<file path="src/rtl/axil_rd_watchdog_pkg.sv">
// -----------------------------------------------------------------------------
// axil_rd_watchdog_pkg
//   Shared constants for the AXI4-lite read watchdog:
//     - AXI response codes used by the block (OKAY, SLVERR)
//     - 2-bit state encoding for the watchdog FSM
//     - default data word returned on synthesized error responses
// -----------------------------------------------------------------------------
package axil_rd_watchdog_pkg;

    localparam logic [1:0] RESP_OKAY   = 2'b00;
    localparam logic [1:0] RESP_SLVERR = 2'b10;

    // Legacy-compatible state constants (plain vectors, not an enum).
    localparam logic [1:0] ST_IDLE   = 2'd0;
    localparam logic [1:0] ST_ACTIVE = 2'd1;
    localparam logic [1:0] ST_ORPHAN = 2'd2;

    localparam logic [31:0] ERR_DATA_DEFAULT = 32'hDEADBEEF;

endpackage : axil_rd_watchdog_pkg

</file>
<file path="src/rtl/axil_rd_watchdog.sv">
// -----------------------------------------------------------------------------
// axil_rd_watchdog
//   AXI4-lite read-channel watchdog sitting between a read clock-domain
//   crossing (upstream, s_axil_*) and the peripheral interconnect
//   (downstream, m_axil_*). One read is forwarded at a time. If the peripheral
//   has not returned R within TIMEOUT cycles of the upstream AR acceptance,
//   an SLVERR carrying ERR_DATA is returned upstream so the requester never
//   hangs; the late downstream response is later drained and dropped.
//   Reads arriving while the late response is still outstanding are answered
//   immediately with SLVERR and are not forwarded.
//
// Ports
//   clk, rst_n          : clock, asynchronous active-low reset
//   s_axil_ar*          : upstream AR channel (from the crossing)
//   s_axil_r*           : upstream R channel (to the crossing)
//   m_axil_ar*          : downstream AR channel (to the peripheral)
//   m_axil_r*           : downstream R channel (from the peripheral)
//   timeout             : one-cycle pulse on each watchdog expiry
//   err_count           : saturating count of all synthesized SLVERR responses
// -----------------------------------------------------------------------------
module axil_rd_watchdog
    import axil_rd_watchdog_pkg::*;
#(
    parameter int          DATA_WIDTH = 32,
    parameter int          ADDR_WIDTH = 32,
    parameter int          TIMEOUT    = 1024,
    parameter logic [31:0] ERR_DATA   = ERR_DATA_DEFAULT
) (
    input  logic                  clk,
    input  logic                  rst_n,

    input  logic [ADDR_WIDTH-1:0] s_axil_araddr,
    input  logic [2:0]            s_axil_arprot,
    input  logic                  s_axil_arvalid,
    output logic                  s_axil_arready,

    output logic [DATA_WIDTH-1:0] s_axil_rdata,
    output logic [1:0]            s_axil_rresp,
    output logic                  s_axil_rvalid,
    input  logic                  s_axil_rready,

    output logic [ADDR_WIDTH-1:0] m_axil_araddr,
    output logic [2:0]            m_axil_arprot,
    output logic                  m_axil_arvalid,
    input  logic                  m_axil_arready,

    input  logic [DATA_WIDTH-1:0] m_axil_rdata,
    input  logic [1:0]            m_axil_rresp,
    input  logic                  m_axil_rvalid,
    output logic                  m_axil_rready,

    output logic                  timeout,
    output logic [15:0]           err_count
);

    // Timer must be able to hold TIMEOUT-1; one extra bit of headroom keeps
    // the increment on the expiry cycle from wrapping (the FSM leaves ACTIVE).
    localparam int                  TW         = $clog2(TIMEOUT + 1);
    localparam logic [TW-1:0]       TIMER_LAST = TW'(TIMEOUT - 1);
    localparam logic [DATA_WIDTH-1:0] ERR_WORD = DATA_WIDTH'(ERR_DATA);

    logic [1:0]    state;
    logic [1:0]    state_nx;
    logic [TW-1:0] timer;

    logic ar_fire;
    logic r_fire;
    logic fwd;        // accepted AR that is forwarded downstream
    logic pass;       // real downstream response returned upstream
    logic expire;     // watchdog expiry in ACTIVE
    logic fast_fail;  // AR accepted while a late response is outstanding

    // Upstream AR is only taken when the R slot is free, so a synthesized or
    // real response can always be loaded without overwriting a pending beat.
    assign s_axil_arready = ((state == ST_IDLE) || (state == ST_ORPHAN)) && !s_axil_rvalid;
    assign m_axil_rready  = (state == ST_ACTIVE) || (state == ST_ORPHAN);

    assign ar_fire   = s_axil_arvalid && s_axil_arready;
    assign r_fire    = m_axil_rvalid && m_axil_rready;

    assign fwd       = (state == ST_IDLE)   && ar_fire;
    assign pass      = (state == ST_ACTIVE) && r_fire;
    // A response arriving on the last timer cycle wins over the expiry.
    assign expire    = (state == ST_ACTIVE) && !r_fire && (timer == TIMER_LAST);
    assign fast_fail = (state == ST_ORPHAN) && ar_fire;

    // NOTE: every variable assigned in always_comb gets a default first so no
    // path leaves it unassigned, which would otherwise infer a latch.
    always_comb begin
        state_nx = state;
        case (state)
            ST_IDLE:   if (ar_fire) state_nx = ST_ACTIVE;
            ST_ACTIVE: begin
                if (r_fire)       state_nx = ST_IDLE;
                else if (expire)  state_nx = ST_ORPHAN;
            end
            // Drain and fast-fail may coincide; the fast-fail is already
            // answered through the R registers, so IDLE is correct either way.
            ST_ORPHAN: if (r_fire) state_nx = ST_IDLE;
            default:   state_nx = ST_IDLE;
        endcase
    end

    // NOTE: sequential state uses non-blocking assignments so every register
    // samples pre-edge values regardless of statement order.
    always_ff @(posedge clk or negedge rst_n) begin
        if (!rst_n) begin
            state <= ST_IDLE;
            timer <= '0;
        end else begin
            state <= state_nx;
            if (fwd)
                timer <= '0;
            else if (state == ST_ACTIVE)
                timer <= timer + TW'(1);
        end
    end

    // Downstream AR: held with a stable address until accepted, in any state.
    always_ff @(posedge clk or negedge rst_n) begin
        if (!rst_n) begin
            m_axil_araddr  <= '0;
            m_axil_arprot  <= '0;
            m_axil_arvalid <= 1'b0;
        end else begin
            if (fwd) begin
                m_axil_araddr  <= s_axil_araddr;
                m_axil_arprot  <= s_axil_arprot;
                m_axil_arvalid <= 1'b1;
            end else if (m_axil_arready) begin
                m_axil_arvalid <= 1'b0;
            end
        end
    end

    // Upstream R: loaded only while empty (guaranteed by s_axil_arready), so
    // clearing on rready and loading never collide.
    always_ff @(posedge clk or negedge rst_n) begin
        if (!rst_n) begin
            s_axil_rdata  <= '0;
            s_axil_rresp  <= '0;
            s_axil_rvalid <= 1'b0;
        end else begin
            if (pass) begin
                s_axil_rdata  <= m_axil_rdata;
                s_axil_rresp  <= m_axil_rresp;
                s_axil_rvalid <= 1'b1;
            end else if (expire || fast_fail) begin
                s_axil_rdata  <= ERR_WORD;
                s_axil_rresp  <= RESP_SLVERR;
                s_axil_rvalid <= 1'b1;
            end else if (s_axil_rvalid && s_axil_rready) begin
                s_axil_rvalid <= 1'b0;
            end
        end
    end

    always_ff @(posedge clk or negedge rst_n) begin
        if (!rst_n) begin
            timeout   <= 1'b0;
            err_count <= '0;
        end else begin
            timeout <= expire;
            if ((expire || fast_fail) && (err_count != 16'hFFFF))
                err_count <= err_count + 16'd1;
        end
    end

endmodule : axil_rd_watchdog

</file>
<file path="config.mk">
export PLATFORM = sky130hd
export DESIGN_NAME = axil_rd_watchdog
export DESIGN_NICKNAME = d
export VERILOG_FILES = /design/src/rtl/axil_rd_watchdog_pkg.sv /design/src/rtl/axil_rd_watchdog.sv
export SDC_FILE = /design/constraint.sdc
export NUM_CORES = 1
export LEC_CHECK = 0
export ABC_AREA = 1
export CAP_MARGIN = 40
export CORE_UTILIZATION = 48
export CTS_CLUSTER_DIAMETER = 40
export DETAILED_ROUTE_END_ITERATION = 10
export PLACE_DENSITY_LB_ADDON = 0.05
export SYNTH_ARGS = -nofsm -noshare
export SYNTH_HDL_FRONTEND = slang
export SYNTH_SLANG_ARGS = --single-unit
</file>
<file path="constraint.sdc">
create_clock -name clk -period 2.7 [get_ports clk]
set_input_delay 0.54 -clock clk [delete_from_list [all_inputs] [get_ports clk]]
set_output_delay 0.54 -clock clk [all_outputs]
set_load 0.05 [all_outputs]
</file>
---- Yosys cells after proc, flatten, opt, wreduce, memory -nomap -nowiden ----
Index checks and enable logic that the tools add are counted.
operators by class
  reduce and logical (&&, ||, !) cells .... 21
  equal/unequal tests ..................... 7
  add/sub/neg operators ................... 2
  mux-type cells .......................... 16
operators with widths
  operator                                                            number
  32-bit two-way mux                                                  2
  11-bit two-way mux                                                  2
  16-bit by 1-bit adder with 16-bit output (second input constant)    1
  16-bit inequality test (second input constant)                      1
  2-bit two-way mux                                                   6
  11-bit by 1-bit adder with 11-bit output (second input constant)    1
  11-bit by 10-bit == test with 1-bit output (second input constant)  1
  1-bit logical AND                                                   10
  2-bit one-hot mux with 3 select lines                               1
  2-bit nonzero test                                                  3
  1-bit two-way mux                                                   5
  2-bit inequality test (second input constant)                       2
  1-bit logical OR                                                    3
  3-bit inequality test (second input constant)                       1
  3-bit AND reduction                                                 1
  3-bit nonzero test                                                  1
  2-bit by 1-bit == test with 1-bit output (second input constant)    1
  2-bit == test (second input constant)                               1
  1-bit zero test                                                     2
  2-bit zero test                                                     1
word-level totals
  output and inout bits ................... 90
  flip-flop bits (word level) ............. 101
  input port bits ......................... 75
  logic and storage cells ................. 56

---- Depth between registers and ports, before layout ----
Gate-level depths: netlist of run 1.
  word-level depth ........................ 9
  depth in mapped cells ................... 10
  mapped depth without buffers ............ 9

---- Worst setup path before layout of run 1 ----
OpenSTA, ideal clock, no wires.
  kind .................................... reg-to-reg
  start ................................... register state[0]
  end ..................................... register m_axil_araddr[10]
  setup time .............................. 119 ps
  required time ........................... 2581 ps
  data arrival time ....................... 1889 ps
  stages on the path, launching flop included .. 11
  slack ................................... 692 ps
  cell sequence ........................... dfrtp_1 > inv_1 > ha_1 > inv_1 > a21oi_2 > nand2_1 > nor2_2 > inv_2 > clkbuf_1 > nand2_1 > nand2_1
between the ends
  word-level cells in the longest chain between the ends .. 5
  elaborated cells between the ends (all ways) .. 6
  those cells by class .................... eq/ne (1); reduce/logical (5)
ends and longest elaborated chain
  element                                           line                     RTL
  from (decl)                                       axil_rd_watchdog.sv:62   logic [1:0] state;
  from (signal assigned)                            axil_rd_watchdog.sv:111  state <= state_nx;
  2-bit == test or 2-bit zero test (tied branches)  axil_rd_watchdog.sv:75   assign s_axil_arready = ((state == ST_IDLE) || (state == ST_ORPHAN)) && !s_axil_rvalid;
  1-bit logical OR (*)                              axil_rd_watchdog.sv:75
  1-bit logical AND (*)                             axil_rd_watchdog.sv:75
  net s_axil_arready                                axil_rd_watchdog.sv:35   output logic s_axil_arready,
  1-bit logical AND (*)                             axil_rd_watchdog.sv:78   assign ar_fire = s_axil_arvalid && s_axil_arready;
  1-bit logical AND (*)                             axil_rd_watchdog.sv:81   assign fwd = (state == ST_IDLE) && ar_fire;
  to (signal assigned)                              axil_rd_watchdog.sv:127  m_axil_araddr <= s_axil_araddr;
  to (decl)                                         axil_rd_watchdog.sv:42   output logic [ADDR_WIDTH-1:0] m_axil_araddr,
The timed path passes the listed nets; every way through them passes the cells marked *.
A chain may end at the register's enable or synchronous reset.

---- Worst setup path after layout of run 1 ----
  start ................................... register state[1]
  end ..................................... output m_axil_rready
between the ends
  word-level cells in the longest chain between the ends .. 2
  elaborated cells between the ends (all ways) .. 3
  those cells by class .................... eq/ne (2); reduce/logical (1)
ends and longest elaborated chain
  element                                                                    line                    RTL
  2-bit by 1-bit == test with 1-bit output or 2-bit == test (tied branches)  axil_rd_watchdog.sv:76  assign m_axil_rready = (state == ST_ACTIVE) || (state == ST_ORPHAN);
  1-bit logical OR (*)                                                       axil_rd_watchdog.sv:76
  to (decl)                                                                  axil_rd_watchdog.sv:50  output logic m_axil_rready,
Mark *: on every way between the ends. The rest lies on a longest branch, timed or not.

==> results of run 1 <==
## routing by layer
layer	wire, um	vias to the layer above	track usage
met2	5250	114	0.400
met1	4580	1887	0.273
li1	-	2035	-
met5	0	-	0
met3	554	9	0.0422
met4	100	0	0.0577
## critical path: cells and delay by family, from the launching register on
family / cells / cell delay (ns)
fa+ha+maj: 1 / 0.37
flops: 1 / 0.39
buf+inv: 2 / 0.94
## sequential cells by signal, summed over array words and instances (netlist names)
| name | cells |
|---|---|
| err_count | 16 |
| m_axil_araddr | 32 |
| m_axil_arvalid | 1 |
| m_axil_arprot | 3 |
| state | 2 |
| timeout | 1 |
| s_axil_rvalid | 1 |
| s_axil_rdata | 32 |
| timer | 11 |
| s_axil_rresp | 2 |
## power by group
group	switching (mW)	internal, mW
combinational	2.76	1.30
sequential	0.302	2.04
clock	0.491	0.423
## final timing paths
check / startpoint / to / slack, ns
max: state[1] / m_axil_rready / 0.11
min: rst_n / s_axil_rdata[10] / 0.13
min reg2reg: m_axil_araddr[5] / m_axil_araddr[5] / 0.48
min in group clk: m_axil_araddr[5] / m_axil_araddr[5] / 0.48
max in group asynchronous: rst_n / m_axil_araddr[0] / 1.96
max reg2reg: err_count[0] / err_count[6] / 0.76
## logic make-up (layout without fill, tap and decap cells)
logic type	Yosys count	in the layout
AOI/OAI and AO/OA	16	16
buffers and inverters	49	220
adders and majority gates	6	6
and+or+nand+nor	377	377
DFF	101	101
xor gates and xnor gates	7	7
## timing repair
| action | CTS | global route |
|---|---|---|
| gates resized for setup | 0 | 1 |
| buffers inserted | 0 | 0 |
| setup endpoints to repair | 0 | 1 |
## area by class of cell
| type | count | area share |
|---|---|---|
| clock inverters | 4 | 0.00773 |
| repair buffers | 171 | 0.264 |
| flip-flops and latches | 101 | 0.390 |
| well taps | 111 | 0.0215 |
| clock buffers | 11 | 0.0203 |
| inverters | 34 | 0.0197 |
| multi-input cells | 406 | 0.277 |
## layout by cell type, fill, tap and decap left out, drive strengths merged, types with 6 or more instances in the layout
cell	netlist	final
buf	9	8
ha	6	6
nand3	32	32
nand4	8	8
clkbuf	6	11
nand2	223	223
nor2	107	107
inv	33	33
a21oi	9	9
clkdlybuf4s50	0	162
dfrtp	101	101
## stage by stage
step,utilization,instance area (sq um),setup slack (ns),std cells
after floorplan,-,4540,0.692,556
after global placement,0.684,6290,0.477,823
after detailed placement,0.684,6290,0.445,823
after CTS,0.704,6470,0.0565,838
after global routing,0.704,6470,0.00999,838
final,0.704,6470,0.106,838
==> run metrics, run 1 <==
status finished, final reports clean; via count 4045; Final TNS setup 0 ns; clock sink count 101; max-cap violations 0; cell accounting for the most synthesized area dfrtp_1; Async SR Flop Fraction 1.00; clock transition at the registers of the reported paths 0.09 ns; DRT antenna net count 0; hold crit path type in -> async; crit-path max FO 3; Critical Path End Type output pin; VDD IR max 0.685 mV; CP arrival 2.05 ns; TritonCTS buffer count 9; CP Data Required Time 2.16 ns; Worst slew margin 0.627; Die Y-Extent 99.3 um; Wirelength per Cell 12.5 um; fmax 386 MHz; Worst-Margin Slew 0.559 ns; Cell Chain, Critical Path inv_1 -> ha_1 -> clkdlybuf4s50_1; Multi-input gate area 1790 sq um; commonest cells in the netlist 221 x nand2_1, 103 x nor2_1, 101 x dfrtp_1; CORE AREA 9200 sq um; DR vias/cell 4.83; synthesized instance count 556; PD cells 1130 nW/um^2; H-tree levels 3; worst hold margin 0.130 ns; CP Launch Type flip-flop; kind of critical path reg -> out; Synth Area in Adders 0.0165; die area 9860 sq um; first-pass GRT wire length 17600 um; post-synthesis xor/xnor area fraction 0.0135; Synthesized Nets 637; top post-synthesis cells by area dfrtp_1 56%, nand2_1 18%, nor2_1 8.5%; global route overflow 0; Starting Density 0.494; CTS tree built; worst r2r path cells 7; largest family of logic cells by synthesized area simple AND/OR/NAND/NOR gates; chip width 99.3 um; ANT cells 0; clock latency on the worst-skew pair 0.35 ns; largest net degree at the start of global routing 39; final-report setup violation count 0; Max stage delay on crit path 0.85 ns; FF/Latch Area 2530 sq um; register area share after synthesis 0.556; RSZ-0062 raised after global routing no; IO buf count 164; drt drc 0; Hold Buf Count CTS 0; Fin. Hold Viols 0; Compound-Gate Fraction of Synth Area 0.0220; slowest stage cell on the critical path clkdlybuf4s50_1; Synth Area in Simple Gates 0.342; total power 7.32 mW; cell leakage power 3.11 nW; vias in the first global route 3945; Fillers 756; count of different cell masters after synthesis 30; mapped cell area 4540 sq um; Total Wirelength 10500 um; Layout area overhead 42.5%; mux share of post-synthesis cell area 0; Routability Congestion 0.826; I/O pin cnt 165; # rows 35; Final Max Slew Viols 0; clk_skew 0.0112 ns; GRT Total Usage 0.222; Ys Warns 0; Initial DRC Count 115; number of register bits inferred by synthesis 101; period utilisation layout 0.961; most frequent cell after synthesis nand2_1; crit path time final 2.59 ns; top cell type's share of synthesized area 0.556; 1st-pass router iterations 4; syn avg cell area 8.17 sq um; initial antenna violation count 0; root buffer cell clkbuf_8; HPWL after detailed placement 7830 um; Post-synth EDFFs 0; maximum root-to-sink buffer count 2; Top FF cell, synth dfrtp_1; post-layout net count 804; layout cells sized above 1 0.0509
Note: power is estimated with default switching activity, not from simulation.
==> inputs of run 2 (changes only) <==
- CAP_MARGIN: 40 -> 10
==> results of run 2 <==
The final DEF is identical to that of run 1; final timing and power are the same.
==> inputs of run 3 (changes only) <==
- CORE_UTILIZATION: 48 -> 30
==> run 3 against run 2 <==
Compared with the run above: the run now ends with design-rule violations left; sequential power about the same; flip-flop and latch count stayed put; register-to-register slack got worse by 0.05 ns; fmax up 0.45%; via count is 1.1% lower; setup slack improved by 0.012 ns; critical path depth unchanged; die area increased by 59%; highest routed layer unchanged.
==> run metrics, run 3 (same netlist as run 1, synthesis figures left out) <==
IO buf count 164 (unchanged); CORE AREA 14600 sq um (was 9200 sq um); violated checks design-rule violations; HPWL after detailed placement 8240 um (was 7830 um); most common cell after layout, fill and taps aside nand2_1 (unchanged); crit-path max FO 3 (unchanged); clock latency on the worst-skew pair 0.35 ns (about the same); crit path time final 2.58 ns (was 2.59 ns); fmax 387 MHz (was 386 MHz); DRT antenna net count 0 (unchanged); via count 4002 (was 4045); Wirelength per Cell 12.6 um (was 12.5 um); # rows 44 (was 35); VDD IR max 0.612 mV (was 0.685 mV); slowest stage cell on the critical path clkdlybuf4s50_1 (unchanged); clk_skew 0.00662 ns (was 0.0112 ns); root buffer cell clkbuf_16 (was clkbuf_8); maximum root-to-sink buffer count 2 (unchanged); Worst path top cell family by delay buffers and inverters (unchanged); largest registers m_axil_araddr x32, s_axil_rdata x32, err_count x16 (unchanged); chip width 125 um (was 99.3 um); CP Buf/Inv Count 2 (unchanged); TritonCTS buffer count 9 (unchanged); number of gates resized after cts 0 (unchanged); Setup WS post-layout 0.118 ns (was 0.106 ns); Fillers 1428 (was 756); period utilisation layout 0.956 (was 0.961); Routability Congestion 0.757 (was 0.826); Initial DRC Count 216 (was 115); CP arrival 2.04 ns (was 2.05 ns); layout cells sized above 1 0.0536 (was 0.0509); Hold Buf Count CTS 0 (unchanged); final-report setup violation count 0 (unchanged); Fin. Hold Viols 0 (unchanged); drt drc 18 (was 0); total power 7.90 mW (was 7.32 mW); Cell Chain, Critical Path inv_1 -> ha_1 -> clkdlybuf4s50_1 (unchanged); first-pass GRT wire length 19400 um (was 17600 um); Post-CTS Setup Bufs 0 (unchanged); 1st-pass router iterations 10 (was 4); Total Wirelength 11500 um (was 10500 um); global route overflow 0 (unchanged); Die Y-Extent 125 um (was 99.3 um); Final TNS setup 0 ns (unchanged); Starting Density 0.310 (was 0.494); clock sink count 101 (unchanged); post-layout net count 803 (was 804); CTS tree built (unchanged); H-tree levels 3 (unchanged); CP Launch Type flip-flop (unchanged); Worst slew margin 0.632 (was 0.627); Max stage delay on crit path 0.86 ns (was 0.85 ns); Critical Path End Type output pin (unchanged); die area 15600 sq um (was 9860 sq um); CP Data Required Time 2.16 ns (about the same); max-cap violations 0 (unchanged); commonest non-fill, non-tap cells in the layout 221 x nand2_1, 162 x clkdlybuf4s50_1, 103 x nor2_1 (unchanged); kind of critical path reg -> out (unchanged); largest net degree at the start of global routing 54 (was 39); Layout area overhead 48.0% (was 42.5%); status complete, but fails checks (was finished, final reports clean); Worst-Margin Slew 0.551 ns (was 0.559 ns); GRT Total Usage 0.157 (was 0.222); Final Max Slew Viols 0 (unchanged); RSZ-0062 raised after global routing no (unchanged); vias in the first global route 4038 (was 3945); Placement Setup Slack 0.440 ns (was 0.445 ns); clock transition at the registers of the reported paths 0.07 ns (was 0.09 ns); ANT cells 0 (unchanged); DR vias/cell 4.39 (was 4.83); cell leakage power 3.18 nW (was 3.11 nW); PD cells 1170 nW/um^2 (was 1130 nW/um^2); I/O pin cnt 165 (unchanged); hold crit path type in -> async (unchanged); initial antenna violation count 0 (unchanged)
## run 3: cell types whose count changed in the layout (fill, tap and decap cells not counted), sizes merged
cell / before / now
bufinv: 1 / 3
buf: 8 / 7
clkbuf: 11 / 10
## run 3: worst paths after layout
check / start / endpoint / slack [ns] / cells past startpoint
worst max register to register: err_count[0] / err_count[15] / 0.71 / 7
min in group clk: m_axil_arprot[2] / m_axil_arprot[2] / 0.47 / 2
worst max-delay path: state[1] / m_axil_rready / 0.12 / 3
max in group asynchronous: rst_n / m_axil_araddr[8] / 1.94 / 2
worst min-delay path: rst_n / err_count[1] / 0.07 / 1
worst min register to register: m_axil_arprot[2] / m_axil_arprot[2] / 0.47 / 2
## run 3: power breakdown
part | internal [mW] | switching (mW) | total, mW
Sequential | 2.04 | 0.301 | 2.34
Combinational | 1.30 | 2.76 | 4.06
Clock | 0.929 | 0.565 | 1.49
Total | 4.27 | 3.63 | 7.90
## run 3: cell type report
cell class              count  area [sq um]  area share
clock inverters             6           110      0.0164
clock buffers              10           239      0.0355
multi-input cells         406          1790       0.266
inverters                  34           128      0.0190
well taps                 184           230      0.0342
flip-flops and latches    101          2530       0.376
repair buffers            170          1700       0.253
## run 3: per-stage QoR
stage | area [sq um] | hold WS (ns) | cells | util
floorplan | 4540 | 0.244 | 556 | -
global route | 6730 | 0.0700 | 911 | 0.459
finish | 6730 | 0.0717 | 911 | 0.459
global placement | 6370 | 0.440 | 895 | 0.435
detailed placement | 6370 | 0.444 | 895 | 0.435
CTS | 6720 | 0.0615 | 911 | 0.459
## run 3: routing by layer
metal	vias up	wire length [um]	GRT usage
li1	2040	-	-
met1	1842	4920	0.181
met2	107	5670	0.274
met3	13	712	0.0535
met4	0	166	0.0509
met5	-	0	0
